$ cat src/rtl/bbox_pkg.sv
// Shared types and default parameters for the bounding-box tracker.
// Optional smoothing is enabled by defining BBOX_TRACKER_SMOOTH_EN.
package bbox_pkg;

  localparam int COORD_W_DEF     = 13;
  localparam int H_RES_DEF       = 640;
  localparam int V_RES_DEF       = 480;
  localparam int MIN_SIZE_DEF    = 4;
  localparam int ACQ_FRAMES_DEF  = 2;
  localparam int LOST_FRAMES_DEF = 8;
  localparam int ALPHA_SHIFT_DEF = 2;
  localparam int CNT_W           = 16;

  typedef logic [COORD_W_DEF-1:0] coord_t;
  typedef logic [CNT_W-1:0]       cnt_t;

  typedef enum logic [1:0] {
    SEARCH = 2'd0,
    TRACK  = 2'd1,
    COAST  = 2'd2
  } trk_state_t;

endpackage

$ cat src/rtl/bbox_iir.sv
// One output channel: clear, load raw, or update (first-order IIR when
// BBOX_TRACKER_SMOOTH_EN is defined, otherwise a straight load of raw).
module bbox_iir
  import bbox_pkg::*;
#(
  parameter int W           = COORD_W_DEF,
  parameter int ALPHA_SHIFT = ALPHA_SHIFT_DEF
) (
  input  logic         clk,
  input  logic         rstn,
  input  logic         clr,
  input  logic         load,
  input  logic         upd,
  input  logic [W-1:0] raw,
  output logic [W-1:0] out
);

`ifdef BBOX_TRACKER_SMOOTH_EN
  localparam bit SMOOTH_EN = 1'b1;
`else
  localparam bit SMOOTH_EN = 1'b0;
`endif

  logic signed [W+1:0] diff;
  logic signed [W+1:0] step;
  logic signed [W+1:0] blend;
  logic                unused_bits;

  // Two guard bits keep the signed difference exact; the blend always
  // lands between out and raw, so the top bits are never needed.
  always_comb begin
    diff  = $signed({2'b00, raw}) - $signed({2'b00, out});
    step  = diff >>> ALPHA_SHIFT;
    blend = $signed({2'b00, out}) + step;
  end

  assign unused_bits = ^blend[W+1:W];

  // NOTE: reset is synchronous -- rstn is sampled only on the clk edge,
  // so it does not appear in the sensitivity list.
  always_ff @(posedge clk) begin
    if (!rstn || clr) begin
      out <= '0;
    end else if (load || (upd && !SMOOTH_EN)) begin
      out <= raw;
    end else if (upd) begin
      out <= blend[W-1:0];
    end
  end

endmodule

$ cat src/rtl/bbox_tracker.sv
// Frame-rate bounding-box tracker: captures the box on the vsync falling
// edge, qualifies it, and runs a SEARCH/TRACK/COAST lock FSM.
// Define BBOX_TRACKER_SMOOTH_EN to smooth the outputs with a 1/2^ALPHA_SHIFT IIR.
module bbox_tracker
  import bbox_pkg::*;
#(
  parameter int COORD_W     = COORD_W_DEF,
  parameter int H_RES       = H_RES_DEF,
  parameter int V_RES       = V_RES_DEF,
  parameter int MIN_SIZE    = MIN_SIZE_DEF,
  parameter int ACQ_FRAMES  = ACQ_FRAMES_DEF,
  parameter int LOST_FRAMES = LOST_FRAMES_DEF,
  parameter int ALPHA_SHIFT = ALPHA_SHIFT_DEF
) (
  input  logic               clk,
  input  logic               rstn,
  input  logic               vs_ni,
  input  logic [COORD_W-1:0] T,
  input  logic [COORD_W-1:0] B,
  input  logic [COORD_W-1:0] L,
  input  logic [COORD_W-1:0] R,
  output logic [COORD_W-1:0] center_x,
  output logic [COORD_W-1:0] center_y,
  output logic [COORD_W-1:0] width,
  output logic [COORD_W-1:0] height,
  output logic               frame_valid,
  output logic               tracking,
  output logic               lost
);

  typedef logic [COORD_W:0] ext_t;

  localparam ext_t H_LIM   = ext_t'(H_RES);
  localparam ext_t V_LIM   = ext_t'(V_RES);
  localparam ext_t MIN_LIM = ext_t'(MIN_SIZE);
  localparam ext_t ONE     = ext_t'(1);
  localparam cnt_t ACQ_N   = cnt_t'(ACQ_FRAMES);
  localparam cnt_t LOST_N  = cnt_t'(LOST_FRAMES);

  // Frame-edge detect and capture stage (cycle E -> E+1).
  logic               vs_q;
  logic               fr_edge;
  logic               pend;
  logic [COORD_W-1:0] t_q, b_q, l_q, r_q;

  assign fr_edge = vs_q & ~vs_ni;

  // NOTE: sequential state uses non-blocking assignments so every register
  // samples the pre-edge values, independent of statement order.
  always_ff @(posedge clk) begin
    if (!rstn) begin
      vs_q <= 1'b1;
      pend <= 1'b0;
      t_q  <= '0;
      b_q  <= '0;
      l_q  <= '0;
      r_q  <= '0;
    end else begin
      vs_q <= vs_ni;
      pend <= fr_edge;
      if (fr_edge) begin
        t_q <= T;
        b_q <= B;
        l_q <= L;
        r_q <= R;
      end
    end
  end

  // Qualification and raw geometry at COORD_W+1 bits (cycle E+1).
  ext_t               t_e, b_e, l_e, r_e;
  ext_t               sum_x, sum_y, w_e, h_e;
  logic               frame_ok;
  logic [COORD_W-1:0] raw_cx, raw_cy, raw_w, raw_h;
  logic               unused_bits;

  always_comb begin
    t_e   = {1'b0, t_q};
    b_e   = {1'b0, b_q};
    l_e   = {1'b0, l_q};
    r_e   = {1'b0, r_q};
    sum_x = l_e + r_e;
    sum_y = t_e + b_e;
    w_e   = r_e - l_e + ONE;
    h_e   = b_e - t_e + ONE;
    frame_ok = (b_e >= t_e) && (r_e >= l_e) &&
               (w_e >= MIN_LIM) && (h_e >= MIN_LIM) &&
               (r_e < H_LIM) && (b_e < V_LIM);
  end

  assign raw_cx      = sum_x[COORD_W:1];
  assign raw_cy      = sum_y[COORD_W:1];
  assign raw_w       = w_e[COORD_W-1:0];
  assign raw_h       = h_e[COORD_W-1:0];
  assign unused_bits = ^{sum_x[0], sum_y[0], w_e[COORD_W], h_e[COORD_W]};

  // Lock FSM: next-state decode, then one registered update at E+1 -> E+2.
  trk_state_t state, state_d;
  cnt_t       acq_cnt, acq_d;
  cnt_t       miss_cnt, miss_d;
  logic       do_load, do_upd, do_clr, fv_d, lost_d;

  // NOTE: every always_comb output gets a default first so no path can
  // leave it unassigned and infer a latch.
  always_comb begin
    state_d = state;
    acq_d   = acq_cnt;
    miss_d  = miss_cnt;
    do_load = 1'b0;
    do_upd  = 1'b0;
    do_clr  = 1'b0;
    fv_d    = 1'b0;
    lost_d  = 1'b0;
    if (pend) begin
      unique case (state)
        SEARCH: begin
          if (!frame_ok) begin
            acq_d = '0;
          end else if (acq_cnt + cnt_t'(1) >= ACQ_N) begin
            state_d = TRACK;
            acq_d   = '0;
            do_load = 1'b1;
            fv_d    = 1'b1;
          end else begin
            acq_d = acq_cnt + cnt_t'(1);
          end
        end
        TRACK: begin
          fv_d = 1'b1;
          if (frame_ok) begin
            do_upd = 1'b1;
          end else begin
            state_d = COAST;
            miss_d  = cnt_t'(1);
          end
        end
        COAST: begin
          fv_d = 1'b1;
          if (frame_ok) begin
            state_d = TRACK;
            miss_d  = '0;
            do_upd  = 1'b1;
          end else if (miss_cnt + cnt_t'(1) >= LOST_N) begin
            state_d = SEARCH;
            miss_d  = '0;
            lost_d  = 1'b1;
            do_clr  = 1'b1;
          end else begin
            miss_d = miss_cnt + cnt_t'(1);
          end
        end
        default: state_d = SEARCH;
      endcase
    end
  end

  always_ff @(posedge clk) begin
    if (!rstn) begin
      state       <= SEARCH;
      acq_cnt     <= '0;
      miss_cnt    <= '0;
      frame_valid <= 1'b0;
      lost        <= 1'b0;
      tracking    <= 1'b0;
    end else begin
      state       <= state_d;
      acq_cnt     <= acq_d;
      miss_cnt    <= miss_d;
      frame_valid <= fv_d;
      lost        <= lost_d;
      tracking    <= (state_d != SEARCH);
    end
  end

  bbox_iir #(.W(COORD_W), .ALPHA_SHIFT(ALPHA_SHIFT)) u_iir_cx (
    .clk(clk), .rstn(rstn), .clr(do_clr), .load(do_load), .upd(do_upd),
    .raw(raw_cx), .out(center_x)
  );

  bbox_iir #(.W(COORD_W), .ALPHA_SHIFT(ALPHA_SHIFT)) u_iir_cy (
    .clk(clk), .rstn(rstn), .clr(do_clr), .load(do_load), .upd(do_upd),
    .raw(raw_cy), .out(center_y)
  );

  bbox_iir #(.W(COORD_W), .ALPHA_SHIFT(ALPHA_SHIFT)) u_iir_w (
    .clk(clk), .rstn(rstn), .clr(do_clr), .load(do_load), .upd(do_upd),
    .raw(raw_w), .out(width)
  );

  bbox_iir #(.W(COORD_W), .ALPHA_SHIFT(ALPHA_SHIFT)) u_iir_h (
    .clk(clk), .rstn(rstn), .clr(do_clr), .load(do_load), .upd(do_upd),
    .raw(raw_h), .out(height)
  );

endmodule

$ cat config.mk
export PLATFORM = sky130hd
export DESIGN_NAME = bbox_tracker
export DESIGN_NICKNAME = d
export VERILOG_FILES = /design/src/rtl/bbox_pkg.sv /design/src/rtl/bbox_iir.sv /design/src/rtl/bbox_tracker.sv
export SDC_FILE = /design/constraint.sdc
export NUM_CORES = 1
export LEC_CHECK = 0
export ABC_AREA = 0
export BUFFER_PORTS_ARGS = -buffer_cell sky130_fd_sc_hd__buf_2
export CORE_MARGIN = 2
export CORE_UTILIZATION = 53
export DETAILED_ROUTE_END_ITERATION = 16
export PLACE_DENSITY_LB_ADDON = 0.1
export SLEW_MARGIN = 20
export SYNTH_ARGS = -nofsm -noshare
export SYNTH_HDL_FRONTEND = slang
export SYNTH_SLANG_ARGS = --single-unit
$ cat constraint.sdc
create_clock -name clk -period 4.3 [get_ports clk]
set_clock_uncertainty 0.1 [all_clocks]
set_input_delay 0.645 -clock clk [delete_from_list [all_inputs] [get_ports clk]]
set_output_delay 0.645 -clock clk [all_outputs]
set_load 0.05 [all_outputs]
---- Yosys cells after proc, flatten, opt, wreduce, memory -nomap -nowiden ----
Index checks and enable logic that the tools add are counted.
storage, ports and cells
  bits in registers ....................... 143
  bits of input ports ..................... 55
  logic and storage cells ................. 94
operators by class
  $add $sub $neg .......................... 16
  $lt $le $gt $ge ......................... 8
  eq/ne operators ......................... 3
  mux-type cells .......................... 33
  bitwise logic cells ..................... 2
  reduce and logical (&&, ||, !) cells .... 16
operator list
  cell                                                                                  count
  13-bit 2-to-1 mux                                                                     8
  13-bit by 13-bit subtractor with 14-bit output                                        6
  16-bit 2-to-1 mux                                                                     5
  13-bit by 12-bit adder with 13-bit output                                             4
  16-bit by 1-bit adder with 16-bit output, second input constant                       2
  16-bit case mux with 2 select lines                                                   1
  13-bit by 13-bit adder with 14-bit output                                             2
  14-bit by 1-bit adder with 14-bit output, second input constant                       2
  14-bit by 3-bit greater-or-equal comparator with 1-bit output, second input constant  2
  13-bit greater-or-equal comparator                                                    2
  16-bit by 2-bit greater-or-equal comparator with 1-bit output, second input constant  1
  16-bit by 4-bit greater-or-equal comparator with 1-bit output, second input constant  1
  13-bit by 10-bit less-than comparator with 1-bit output, second input constant        1
  13-bit by 9-bit less-than comparator with 1-bit output, second input constant         1
  2-bit 2-to-1 mux                                                                      6
  1-bit 2-to-1 mux                                                                      11
  2-bit case mux with 3 select lines                                                    1
  2-bit nonzero test                                                                    3
  1-bit logical AND                                                                     5
  2-bit AND reduction                                                                   2
  3-bit AND reduction                                                                   1
  2-bit by 1-bit == test with 1-bit output, second input constant                       1
  2-bit == test, second input constant                                                  1
  2-bit logical NOT                                                                     1
  other kinds (7)                                                                       8

---- Depth between registers and ports, before layout ----
  depth after elaboration ................. 12
  mapped depth ............................ 18

---- Modules after synthesis ----
A second synthesis with hierarchy kept.
unflattened totals
  cells, all modules ...................... 1114
  area, all modules ....................... 8922.3 µm²
by module, submodules not included
  module        instances  cells each  area each (µm²)
  bbox_tracker  1          882         7120.6
  bbox_iir      4          58          450.4

---- Worst setup path after synthesis ----
OpenSTA, ideal clock, no wires.
  kind .................................... register to register
  start point ............................. register t_q[1]
  end point ............................... register u_iir_h.out[12]
  library setup time ...................... 0.116 ns
  data arrival time ....................... 4.047 ns
  slack ................................... 0.037 ns
  cell stages (with the launch flop) ...... 19
  path buffers ............................ 2
  clock period less this slack ............ 4.263 ns
  cells stage by stage .................... dfxtp_1 inv_1 ha_1 inv_1 ha_1 inv_1 fa_1 nor2b_1 o21a_1 nor2_1 xnor2_1 or4_1 or4_1 or4_1 o2111ai_2 a31o_1 buf_4 buf_6 nor2_1
on the way
  longest elaborated chain between the ends .. 11
  elaborated cells between the ends (all ways) .. 25
ends and longest elaborated chain
  item                                                                                                     RTL line            source
  start, declared                                                                                          bbox_tracker.sv:44  logic [COORD_W-1:0] t_q, b_q, l_q, r_q;
  start signal, assigned                                                                                   bbox_tracker.sv:54  t_q <= '0;
  start signal, assigned                                                                                   bbox_tracker.sv:62  t_q <= T;
  parallel branches: the longest is 11 deep, another holds 13-bit by 13-bit subtractor with 14-bit output  n/a
  end signal, assigned                                                                                     bbox_iir.sv:45      out <= raw;
  end signal, assigned                                                                                     bbox_iir.sv:47      out <= blend[W-1:0];
  end, declared                                                                                            bbox_iir.sv:15      output logic [W-1:0] out
Several ways; the timed one is not identified. The select of a mux whose other input is x is not followed.
A chain may end at the register's enable or synchronous reset.

---- Worst setup path in the final report ----
  start point ............................. register b_q[5]
  end point ............................... register u_iir_cx.out[3]
on the way
  longest elaborated chain between the ends .. 11
  elaborated cells between the ends (all ways) .. 23
ends and longest elaborated chain
  item                                                                                                         RTL line                                                       source
  start, declared                                                                                              bbox_tracker.sv:44
  start signal, assigned                                                                                       bbox_tracker.sv:55                                             b_q <= '0;
  start signal, assigned                                                                                       bbox_tracker.sv:63                                             b_q <= B;
  13-bit by 13-bit subtractor with 14-bit output / 13-bit greater-or-equal comparator (equally long branches)  bbox_tracker.sv:85, bbox_tracker.sv:86
  14-bit by 1-bit adder with 14-bit output / 1-bit logical AND (equally long branches)                         bbox_tracker.sv:85, bbox_tracker.sv:86
  14-bit by 3-bit greater-or-equal comparator with 1-bit output / 1-bit logical AND (equally long branches)    bbox_tracker.sv:87, bbox_tracker.sv:86
  1-bit logical AND (2 in a row)                                                                               bbox_tracker.sv:87                                             (w_e >= MIN_LIM) && (h_e >= MIN_LIM) &&
  1-bit logical AND *                                                                                          bbox_tracker.sv:88                                             (r_e < H_LIM) && (b_e < V_LIM);
  1-bit 2-to-1 mux, on equally long branches                                                                   bbox_tracker.sv:117, bbox_tracker.sv:130, bbox_tracker.sv:139
  1-bit 2-to-1 mux, on equally long branches                                                                   n/a
  1-bit 2-to-1 mux                                                                                             bbox_tracker.sv:114                                            if (pend) begin
  1-bit logical OR                                                                                             bbox_iir.sv:44                                                 end else if (load || (upd && !SMOOTH_EN)) begin
  13-bit 2-to-1 mux / 2-bit nonzero test (equally long branches)                                               n/a
  end signal, assigned                                                                                         bbox_iir.sv:45
  end signal, assigned                                                                                         bbox_iir.sv:47
  end, declared                                                                                                bbox_iir.sv:15
Every way passes the cells marked *; elsewhere a longest branch is shown, timed or not.

==> results.py <==
metrics = {
    "run_status": {
        "outcome": "finished, final reports clean",
    },
    "synth": {
        "yosysWarnings": 0,
        "netlist_instances": 1040,
        "synth_nets": 1197,
        "yosys.cell_types.count": 66,
        "syn_area_um2": 8730,
        "synth_edf_count": 0,
        "ys_seq_elements": 143,
        "syn_area_per_cell_um2": 8.40,
        "ys.flop_type": "dfxtp_1",
        "synth_seq_area_share_pct": 32.8,
        "async_reset_ff_share_pct": 0,
    },
    "cts": {
        "path_clk_slew_ns": 0.06,
        "clk-insertion-delay-late_ns": 0.43,
        "cts_htree_levels": 4,
        "cts_hold_buf": 0,
        "clock_path_buffers": 2,
        "cts.sinks": 143,
        "cts_tree": "yes",
        "root_buffer": "clkbuf_16",
        "cts_buffers": 17,
    },
    "floorplan": {
        "die-area_um2": 17500,
        "num_rows": 46,
        "start_util_pct": 54.6,
        "pin_count": 110,
        "die_x_um": 132,
        "die_y_um": 132,
        "core-area_um2": 16000,
    },
    "sta": {
        "max_slew_margin_pct": 46.3,
        "fmax_ghz": 0.242,
        "worst_pin_slew_ns": 0.804,
        "period_needed_ns": 4.13,
        "finalSetupViolCount": 0,
        "finalCritPeriodShare_pct": 96.1,
        "fin_setup_tns_ns": 0,
        "rsz0062_at_grt": "false",
        "final_max_slew_viol_count": 0,
        "setup_slack_ns": 0.169,
        "hold_viol_final": 0,
    },
    "worst_setup_path": {
        "cp-start-kind": "flip-flop",
        "timing.reg2reg.worst_path_depth": 14,
        "reg2reg_slack_ns": 0.17,
        "arrival_ns": 4.35,
        "worstPathCellList": "ha_1 > inv_1 > fa_1 > nor2b_1 > nor4_1 > a21oi_1 > a2111oi_1 > a311oi_1 > or4_1 > or4_4 > o2111ai_4 > a31o_4 > buf_6 > nor2_1",
        "r2r_start": "b_q[5]",
        "end_kind": "flip-flop",
        "cp.required_ns": 4.52,
        "timing.rr.end": "u_iir_cx.out[3]",
        "cp_slowest_cell": "fa_1",
        "path_class": "flip-flop to flip-flop",
        "critPathMaxFanout": 8,
        "slowest_delay_ns": 0.55,
    },
    "finish": {
        "num-fill-cells": 1441,
        "multi_input_area_um2": 5430,
        "synthToLayoutAreaGrowth_pct": 18.6,
        "nets": 1319,
        "diodes": 0,
        "seq_area_um2": 2860,
        "layout-drive-gt1-share_pct": 16.6,
    },
    "worst_hold_path": {
        "holdPathEnd": "r_q[6]",
        "min_from": "R[6]",
        "whs_path_depth": 3,
        "holdCritPathClass": "input pin to flip-flop",
    },
    "global_routing": {
        "antenna_found_initial": 0,
        "overflow": 0,
        "grt.total_usage_pct": 24.1,
        "grt_pass1_wl_um": 34100,
        "grt_max_degree": 57,
        "grt_pass1_vias": 7108,
    },
    "pwr": {
        "finalPower_w": 0.00355,
        "power.density_nw_per_um2": 343,
        "ir_drop_uv": 350,
        "leakagePower_nw": 4.96,
    },
    "route": {
        "drc": 0,
        "wire_per_inst_um": 15.6,
        "wirelength_um": 21700,
        "vias_per_cell": 5.41,
        "num_vias": 7527,
        "first_iter_violations": 341,
        "ant_nets": 0,
        "firstDrtPassIters": 5,
    },
    "placement": {
        "hpwlAfterDp_um": 15300,
        "dpl_worst_slack_ns": 0.0592,
        "place.gp.congestion": 0.903,
        "portBuffers": 109,
    },
    "job": {
        "cap_violations": 0,
    },
}
[per-layer routing]
layer  share of wire (%)  GRT usage (%)  vias up  wire (µm)
met2                  47           40.1      143      10200
li1                    -              -     3810          -
met3                 3.7           4.65       30        804
met4                 2.1           8.66        0        452
met1                  47           31.2     3544      10200
met5                   0              0        -          0
[cell usage after synthesis, drive strengths merged, types with 4 or more instances]
master     n  area share (%)
nand2b    22             1.6
xor2      13             1.3
and2      18             1.3
o211ai     4            0.40
a221oi     4            0.40
nor3b      4            0.34
ha        88              13
nand3     14            0.80
and3      19             1.4
or4        4            0.34
a21o      10            0.86
nor2b     12            0.86
nor2      78             3.4
o21bai    10            0.86
clkbuf    24             1.0
a21oi     99             5.7
o21ai     19             1.1
o41a       4            0.52
a31oi     10            0.72
buf       12             1.1
nand2    133             5.7
inv       94             4.0
dfxtp    143              33
fa        14             3.2
mux2i     50             5.7
nor4      12            0.86
o2111ai    4            0.47
xnor2     35             3.5
nor3      20             1.1
nand4     15             1.1
a2111oi    4            0.40
a211oi     5            0.43
[what timing repair did]
item | 4_1_cts | 5_1_grt
setup endpoints to repair | 0 | 71
setup buffers | 0 | 2
resized for setup | 0 | 20
[layout by cell type (no fill, tap or decap), types with 21 or more instances in the layout]
cell / Yosys / final
dfxtp_1: 143 / 142
nand2_1: 133 / 133
buf_2: 5 / 109
a21oi_1: 99 / 99
inv_1: 94 / 92
ha_1: 88 / 86
nor2_1: 78 / 77
mux2i_1: 50 / 50
xnor2_1: 35 / 35
nand2b_1: 22 / 21
buf_4: 1 / 21
[layout make-up]
class | count | area share (%)
clock inverters | 12 | 1.06
multi-input cells | 767 | 52.5
well taps | 216 | 2.61
inverters | 94 | 3.41
clock buffers | 20 | 4.51
repair buffers | 139 | 8.26
flip-flops and latches | 143 | 27.7
[critical path, delay by kind of cell, from the launching register on]
kind | cells | cell delay, ns
AND/OR/NAND/NOR | 5 | 1.31
AO/OA/AOI/OAI | 5 | 1.23
adder cells (fa/ha/maj) | 2 | 0.75
flip-flops | 1 | 0.38
buffers and inverters | 2 | 0.25
[flip-flops by register name, summed over array words and instances, names as in the netlist]
signal	count
lost	1
state	2
u_iir_h.out	13
vs_q	1
frame_valid	1
acq_cnt	16
t_q	13
l_q	13
r_q	13
u_iir_cx.out	13
tracking	1
miss_cnt	16
pend	1
b_q	13
u_iir_cy.out	13
u_iir_w.out	13
[power breakdown]
group | internal, W | switching, W
Combinational | 0.000303 | 0.000420
Sequential | 0.00135 | 0.0000339
Clock | 0.000842 | 0.000600
Total | 0.00250 | 0.00105
[cell families (layout without fill, tap and decap cells)]
family / count (synthesis) / count (layout) / share of synthesized area, %
compound gates: 199 / 199 / 14.3
xor+xnor: 48 / 48 / 4.82
fa+ha+maj: 102 / 102 / 15.8
buf+inv: 130 / 265 / 6.13
flops: 143 / 143 / 32.8
mux: 52 / 52 / 5.99
simple gates: 366 / 366 / 20.1
[how the worst max path moves through the flow]
stage          cells past startpoint               end   start  slack, ns
3_5_place_dp                      17  u_iir_cx.out[10]  t_q[1]       0.06
3_3_place_gp                      17          tracking  t_q[1]       0.16
4_1_cts                           17          tracking  t_q[1]       0.05
5_1_grt                           15   u_iir_h.out[10]  t_q[5]       0.02
2_1_floorplan                     18   u_iir_h.out[12]  t_q[1]       0.04
6_report                          14   u_iir_cx.out[3]  b_q[5]       0.17
[metrics by stage]
step                instances  cell area (µm²)  hold WS [ns]  utilization, %
global placement         1353             9600         0.340            60.0
global route             1391            10400         0.338            64.7
CTS                      1385            10200         0.333            63.6
floorplan                1040             8730         0.331               -
finish                   1391            10400         0.344            64.7
detailed placement       1353             9600         0.344            60.0
Note: power is estimated with default switching activity, not from simulation.
